**src/rtl/jtag_pkg.sv**
```systemverilog
// jtag_pkg: definitions shared by the JTAG host sequencer and the TAP.
//   - jtag_state_e : sequencer state encoding
//   - PRE_*_LEN    : TMS prefix lengths from Run-Test/Idle to Shift-DR/IR
//   - TLR_LEN      : number of TMS=1 clocks that force Test-Logic-Reset
//   - IR_*         : 4-bit instruction opcodes understood by the TAP
package jtag_pkg;

  typedef enum logic [2:0] {
    ST_RESET_SEQ = 3'd0,
    ST_IDLE      = 3'd1,
    ST_PRE       = 3'd2,
    ST_SHIFT     = 3'd3,
    ST_UPD       = 3'd4
  } jtag_state_e;

  localparam int PRE_DR_LEN = 3;  // TMS 1,0,0   : RTI -> Select-DR -> Capture-DR -> Shift-DR
  localparam int PRE_IR_LEN = 4;  // TMS 1,1,0,0 : RTI -> Select-DR -> Select-IR -> Capture-IR -> Shift-IR
  localparam int TLR_LEN    = 5;  // five TMS=1 clocks reach Test-Logic-Reset from any state

  localparam logic [3:0] IR_BYPASS   = 4'hF;
  localparam logic [3:0] IR_SAMPLE   = 4'h1;
  localparam logic [3:0] IR_EXTEST   = 4'h2;
  localparam logic [3:0] IR_INTEST   = 4'h3;
  localparam logic [3:0] IR_RUNBIST  = 4'h4;
  localparam logic [3:0] IR_CLAMP    = 4'h5;
  localparam logic [3:0] IR_IDCODE   = 4'h7;
  localparam logic [3:0] IR_USERCODE = 4'h8;
  localparam logic [3:0] IR_HIGHZ    = 4'h9;

endpackage

```
**src/rtl/jtag_master.sv**
```systemverilog
// jtag_master: host-side JTAG sequencer driving a TAP's TMS/TDI and capturing TDO.
// Executes one command at a time: TAP reset, IR scan or DR scan. Scans start and
// end in Run-Test/Idle; data is shifted LSB first.
// Ports:
//   TCK, TRST            clock, synchronous active-high reset
//   cmd_valid/cmd_ready  command handshake (ready only while idle)
//   cmd_reset, cmd_ir    command kind (reset overrides ir)
//   cmd_len, cmd_data    scan length (0 -> 1, clamped to MAX_LEN) and TDI bits
//   rsp_valid, rsp_data  one-cycle completion pulse and captured TDO bits
//   TMS, TDI, TDO        TAP pins (TMS/TDI registered)
module jtag_master
  import jtag_pkg::*;
#(
  parameter int MAX_LEN = 16,
  parameter int LEN_W   = $clog2(MAX_LEN + 1)
) (
  input  logic               TCK,
  input  logic               TRST,
  input  logic               cmd_valid,
  output logic               cmd_ready,
  input  logic               cmd_reset,
  input  logic               cmd_ir,
  input  logic [LEN_W-1:0]   cmd_len,
  input  logic [MAX_LEN-1:0] cmd_data,
  output logic               rsp_valid,
  output logic [MAX_LEN-1:0] rsp_data,
  output logic               TMS,
  output logic               TDI,
  input  logic               TDO
);

  // The counter also walks the 5-clock reset sequence, so it needs at least 3 bits.
  localparam int CNT_W = (LEN_W > 3) ? LEN_W : 3;
  localparam int IDX_W = (MAX_LEN > 1) ? $clog2(MAX_LEN) : 1;

  jtag_state_e        r_state, w_state_next;
  logic [CNT_W-1:0]   r_cnt, w_cnt_next;
  logic               r_ir, w_ir_next;
  logic [CNT_W-1:0]   r_len, w_len_next;
  logic [MAX_LEN-1:0] r_data, w_data_next;
  logic [MAX_LEN-1:0] r_rsp, w_rsp_next;
  logic               r_tms, w_tms_next;
  logic               r_tdi, w_tdi_next;
  logic               r_ready, w_ready_next;
  logic               r_rsp_valid, w_rsp_valid_next;

  logic               w_accept;
  logic [LEN_W-1:0]   w_len_clamped;
  logic [CNT_W-1:0]   w_pre_last;
  logic [CNT_W-1:0]   w_pre_ones_next;
  logic [IDX_W-1:0]   w_bit;
  logic [IDX_W-1:0]   w_bit_next;

  assign w_accept      = r_ready && cmd_valid;
  assign w_len_clamped = (cmd_len == '0) ? LEN_W'(1) :
                         (cmd_len > LEN_W'(MAX_LEN)) ? LEN_W'(MAX_LEN) : cmd_len;
  assign w_pre_last    = r_ir ? CNT_W'(PRE_IR_LEN - 1) : CNT_W'(PRE_DR_LEN - 1);
  assign w_bit         = r_cnt[IDX_W-1:0];
  assign w_bit_next    = w_cnt_next[IDX_W-1:0];

  always_comb begin
    w_state_next     = r_state;
    w_cnt_next       = r_cnt;
    w_ir_next        = r_ir;
    w_len_next       = r_len;
    w_data_next      = r_data;
    w_rsp_next       = r_rsp;
    w_tms_next       = 1'b1;
    w_tdi_next       = 1'b0;
    w_pre_ones_next  = '0;

    case (r_state)
      ST_RESET_SEQ: begin
        if (r_cnt == CNT_W'(TLR_LEN - 1)) begin
          w_state_next = ST_IDLE;
          w_cnt_next   = '0;
        end else begin
          w_cnt_next = r_cnt + CNT_W'(1);
        end
      end
      ST_IDLE: begin
        if (w_accept) begin
          w_cnt_next = '0;
          w_rsp_next = '0;
          if (cmd_reset) begin
            w_state_next = ST_RESET_SEQ;
          end else begin
            w_state_next = ST_PRE;
            w_ir_next    = cmd_ir;
            w_len_next   = CNT_W'(w_len_clamped);
            w_data_next  = cmd_data;
          end
        end
      end
      ST_PRE: begin
        if (r_cnt == w_pre_last) begin
          w_state_next = ST_SHIFT;
          w_cnt_next   = '0;
        end else begin
          w_cnt_next = r_cnt + CNT_W'(1);
        end
      end
      ST_SHIFT: begin
        // TDO of the bit currently presented is taken at the edge ending this cycle.
        w_rsp_next[w_bit] = TDO;
        if (r_cnt == r_len - CNT_W'(1)) begin
          w_state_next = ST_UPD;
          w_cnt_next   = '0;
        end else begin
          w_cnt_next = r_cnt + CNT_W'(1);
        end
      end
      ST_UPD: begin
        w_state_next = ST_IDLE;
        w_cnt_next   = '0;
      end
      default: begin
        w_state_next = ST_RESET_SEQ;
        w_cnt_next   = '0;
      end
    endcase

    // Pin values are registered, so they are derived from the state being entered.
    // Both prefixes are a run of TMS=1 followed by exactly two TMS=0 clocks.
    w_pre_ones_next = w_ir_next ? CNT_W'(PRE_IR_LEN - 2) : CNT_W'(PRE_DR_LEN - 2);
    case (w_state_next)
      ST_RESET_SEQ: w_tms_next = 1'b1;
      ST_IDLE:      w_tms_next = 1'b0;
      ST_PRE:       w_tms_next = (w_cnt_next < w_pre_ones_next);
      ST_SHIFT: begin
        w_tdi_next = w_data_next[w_bit_next];
        w_tms_next = (w_cnt_next == w_len_next - CNT_W'(1));
      end
      ST_UPD:       w_tms_next = 1'b1;
      default:      w_tms_next = 1'b1;
    endcase

    w_ready_next     = (w_state_next == ST_IDLE);
    w_rsp_valid_next = (r_state == ST_UPD);
  end

  always_ff @(posedge TCK) begin
    if (TRST) begin
      r_state     <= ST_RESET_SEQ;
      r_cnt       <= '0;
      r_ir        <= 1'b0;
      r_len       <= '0;
      r_data      <= '0;
      r_rsp       <= '0;
      r_tms       <= 1'b1;
      r_tdi       <= 1'b0;
      r_ready     <= 1'b0;
      r_rsp_valid <= 1'b0;
    end else begin
      r_state     <= w_state_next;
      r_cnt       <= w_cnt_next;
      r_ir        <= w_ir_next;
      r_len       <= w_len_next;
      r_data      <= w_data_next;
      r_rsp       <= w_rsp_next;
      r_tms       <= w_tms_next;
      r_tdi       <= w_tdi_next;
      r_ready     <= w_ready_next;
      r_rsp_valid <= w_rsp_valid_next;
    end
  end

  assign TMS       = r_tms;
  assign TDI       = r_tdi;
  assign cmd_ready = r_ready;
  assign rsp_valid = r_rsp_valid;
  assign rsp_data  = r_rsp;

endmodule

```
**config.mk**
```make
export PLATFORM = sky130hd
export DESIGN_NAME = jtag_master
export DESIGN_NICKNAME = d
export VERILOG_FILES = /design/src/rtl/jtag_pkg.sv /design/src/rtl/jtag_master.sv
export SDC_FILE = /design/constraint.sdc
export NUM_CORES = 1
export LEC_CHECK = 0
export ABC_CLOCK_PERIOD_IN_PS = 2700
export CAP_MARGIN = 20
export CORE_AREA = 2 2 79 81
export DETAILED_ROUTE_END_ITERATION = 6
export DIE_AREA = 0 0 81 83
export PLACE_DENSITY = 0.75
export SYNTH_ARGS = -nofsm -noshare
export SYNTH_HDL_FRONTEND = slang
export SYNTH_SLANG_ARGS = --single-unit
```
**constraint.sdc**
```tcl
create_clock -name TCK -period 2.7 [get_ports TCK]
set_input_delay 0.54 -clock TCK [delete_from_list [all_inputs] [get_ports TCK]]
set_output_delay 0.54 -clock TCK [all_outputs]
set_load 0.05 [all_outputs]
```
==> flow_metrics.env, run 1 <==
export IMPL_synth_seq_cells=50
export IMPL_diodes=0
export IMPL_cts_tree="built"
export IMPL_area_delta_synth_final_pct=37.4
export IMPL_setup_ws_ns=0.0628
export IMPL_yosysTopAreaCellShare_pct=36.1
export IMPL_yosysTopAreaCell="dfxtp_1"
export IMPL_dpl_hpwl_um=5130
export IMPL_dp_cells=475
export IMPL_regToRegSetupSlack_ns=0.06
export IMPL_fin_crit_sh_pct=97.7
export IMPL_cp_start_kind="flop"
export IMPL_layout_nets=456
export IMPL_htree_levels=2
export IMPL_cp_arrival_ns=2.85
export IMPL_grt_util_all_layers_pct=22.6
export IMPL_dieArea_um2=6720
export IMPL_maxCapViolCount=0
export IMPL_synthTopCellsByArea="dfxtp_1 (36%), a21oi_1 (10%), nand2_1 (6.5%)"
export IMPL_cts_buffer_depth=2
export IMPL_cts_sink_count=50
export IMPL_whs_path_depth=2
export IMPL_antenna_found_initial=0
export IMPL_path_class="reg -> reg"
export IMPL_netlist_area_um2=2770
export IMPL_io_buffer_count=46
export IMPL_fp_row_count=28
export IMPL_grt_overflow=0
export IMPL_cts_root_buf="clkbuf_8"
export IMPL_async_flop_share_pct=0
export IMPL_final_hold_viol_count=0
export IMPL_syn_nets=377
export IMPL_coreArea_um2=5820
export IMPL_maxSlewHeadroom_pct=64.2
export IMPL_fp_dieW_um=81
export IMPL_wl_per_cell_um=15.1
export IMPL_drive_above_1_share_pct=22.2
export IMPL_rr_startpoint="r_len[1]"
export IMPL_min_path_type="reg -> reg"
export IMPL_vias=2748
export IMPL_initial_core_util_pct=47.6
export IMPL_peakVddDrop_mv=0.261
export IMPL_rr_worst_depth=12
export IMPL_drt_iter0_drc=232
export IMPL_min_to="r_data[7]"
export IMPL_chipHeight_um=83
export IMPL_critPathMaxFanout=6
export IMPL_io_pins=47
export IMPL_avgViaCountPerCell=5.52
export IMPL_leakagePower_nw=1.40
export IMPL_nFillCells=511
export IMPL_max_freq_ghz=0.379
export IMPL_rsz0062_at_grt="true"
export IMPL_avgSynthCellArea_um2=8.08
export IMPL_hold_start="r_data[7]"
export IMPL_clk_pin_slew_worst_paths_ns=0.10
export IMPL_synth_distinct_cells=55
export IMPL_synthCells=343
export IMPL_wl_um=7500
export IMPL_max_slew_worst_pin_slew_ns=0.535
export IMPL_place_area_um2=3480
export IMPL_synth_edf_count=0
export IMPL_crit_start="r_len[1]"
export IMPL_synth_ff_type="dfxtp_1"
export IMPL_grt_pass1_wl_um=12100
export IMPL_stdcell_count=498
export IMPL_skew_ns=0.00715
export IMPL_pre_cts_slack_ns=-0.119
export IMPL_worstReg2RegEnd="TDI"
export IMPL_whs_ns=0.459
export IMPL_grt_max_degree=27
export IMPL_required_ns=2.91
export IMPL_ant_nets=0
export IMPL_gp_congestion=0.839
export IMPL_cts_hold_buf=0
export IMPL_clkLatencyLatePin_ns=0.31
export IMPL_cts_buffers=5
export IMPL_synth_warnings=0
export IMPL_grt_pass1_vias=2584
export IMPL_slew_violations=0
export IMPL_drc=0
export IMPL_status="completed"
export IMPL_stdcell_area_um2=3810
export IMPL_powerDensity_nw_per_um2=492
export IMPL_fin_crit_ns=2.64
export IMPL_dr_pass1_iters=4
export IMPL_yosysSeqAreaShare_pct=36.1
export IMPL_end_kind="flop"
export IMPL_finalSetupViolCount=0
==> power by group <==
| group | total (mW) | switching [mW] | internal, mW | leakage [nW] |
|---|---|---|---|---|
| combinational | 0.559 | 0.268 | 0.292 | 0.937 |
| clock | 0.543 | 0.265 | 0.278 | 0.0585 |
| sequential | 0.772 | 0.0216 | 0.750 | 0.405 |
| total | 1.87 | 0.554 | 1.32 | 1.40 |
==> critical path, stage by stage (launching register included) <==
cell	delay (ns)
dfxtp_2	0.35
inv_2	0.05
ha_4	0.24
xnor2_2	0.14
a211oi_2	0.24
o311ai_4	0.18
buf_6	0.16
a31oi_4	0.18
buf_6	0.15
mux2_2	0.33
a211oi_1	0.23
o211ai_1	0.10
and3_1	0.18
==> cell type report <==
cell class / instances / area, µm² / area share, %
Clock buffer: 5 / 68.8 / 1.81
Sequential cell: 50 / 1010 / 26.4
Tap cell: 75 / 93.8 / 2.47
Inverter: 11 / 41.3 / 1.08
Clock inverter: 3 / 43.8 / 1.15
Multi-Input combinational cell: 257 / 1680 / 44.1
Timing Repair Buffer: 97 / 875 / 23.0
==> repair_timing <==
item                       CTS  global route
pin swaps                    7            21
setup buffers                8             9
setup endpoints to repair    2             3
hold endpoints to repair     0             0
gates resized for setup      6            18
==> worst max path at each step <==
stage / endpoint / slack, ns / depth (start not counted)
finish: TDI / 0.06 / 12
global route: TDI / -0.03 / 12
CTS: TDI / 0.009 / 13
detailed placement: TMS / -0.12 / 10
global placement: TMS / -0.05 / 11
floorplan: TMS / 0.006 / 14
==> metrics by stage <==
step | total power, mW | TNS, ns | utilization, %
after floorplan | 1.05 | 0 | -
after global placement | 1.21 | -0.0945 | 59.9
after detailed placement | 1.22 | -0.238 | 59.9
after CTS | 1.77 | 0 | 63.3
after global routing | 1.95 | -0.0619 | 65.4
final | 1.87 | 0 | 65.4
==> layer usage <==
| metal | routed length [µm] | vias to the layer above | track usage, % |
|---|---|---|---|
| met5 | 0 | - | 0 |
| met4 | 132 | 0 | 6.93 |
| met3 | 309 | 18 | 4.24 |
| met2 | 3840 | 75 | 37.5 |
| met1 | 3220 | 1302 | 29.2 |
| li1 | - | 1353 | - |
==> logic make-up (layout without fill, tap and decap cells) <==
group | after synthesis | count (layout) | synth area share [%]
flops | 50 | 50 | 36.1
simple gates | 129 | 129 | 23.4
fa+ha+maj | 7 | 7 | 3.16
buf+inv | 36 | 116 | 6.10
xor+xnor | 13 | 13 | 4.38
compound gates | 97 | 97 | 22.8
mux | 11 | 11 | 4.07
==> cell usage in the layout, fill, tap and decap left out, types with 6 or more instances in the layout <==
master / count
a21oi_1: 54
xor2_1: 6
mux2i_1: 9
buf_4: 45
dfxtp_1: 46
nor3_1: 8
clkdlybuf4s50_1: 46
inv_1: 7
nand2_1: 48
nor2_1: 28
nand4_1: 9
o21ai_0: 17
==> registers in the layout, summed over array words and instances, names as in the netlist <==
register	cells
TDI	1
r_len	5
r_data	16
rsp_data	16
TMS	1
r_cnt	5
cmd_ready	1
r_state	3
r_ir	1
rsp_valid	1
==> synthesized netlist by cell type, types with 2 or more instances <==
cell and number:
buf_2 3, o211ai_1 2, nor2_1 29, nand2b_1 4, mux2i_1 9, a21oi_1 56, nor3b_1 4, xor2_1 6
nand4bb_1 2, xnor2_1 6, o21ai_0 19, nand3_1 3, dfxtp_1 50, nor3_1 9, nand2_1 48, and2_1 3
a41oi_1 2, ha_1 7, inv_2 2, buf_6 4, mux2_2 2, inv_1 9, o31ai_1 2, clkbuf_1 17
and3_1 5, nor2b_1 3, nand4_1 9
Power figures use the tool's default switching activity.
==> run 2: changes to the inputs <==
Settings changed: CAP_MARGIN 20 to unset, GPL_ROUTABILITY_DRIVEN set to 0.
==> results of run 2 <==
No change in the layout: final DEF, timing and power equal those of run 1.
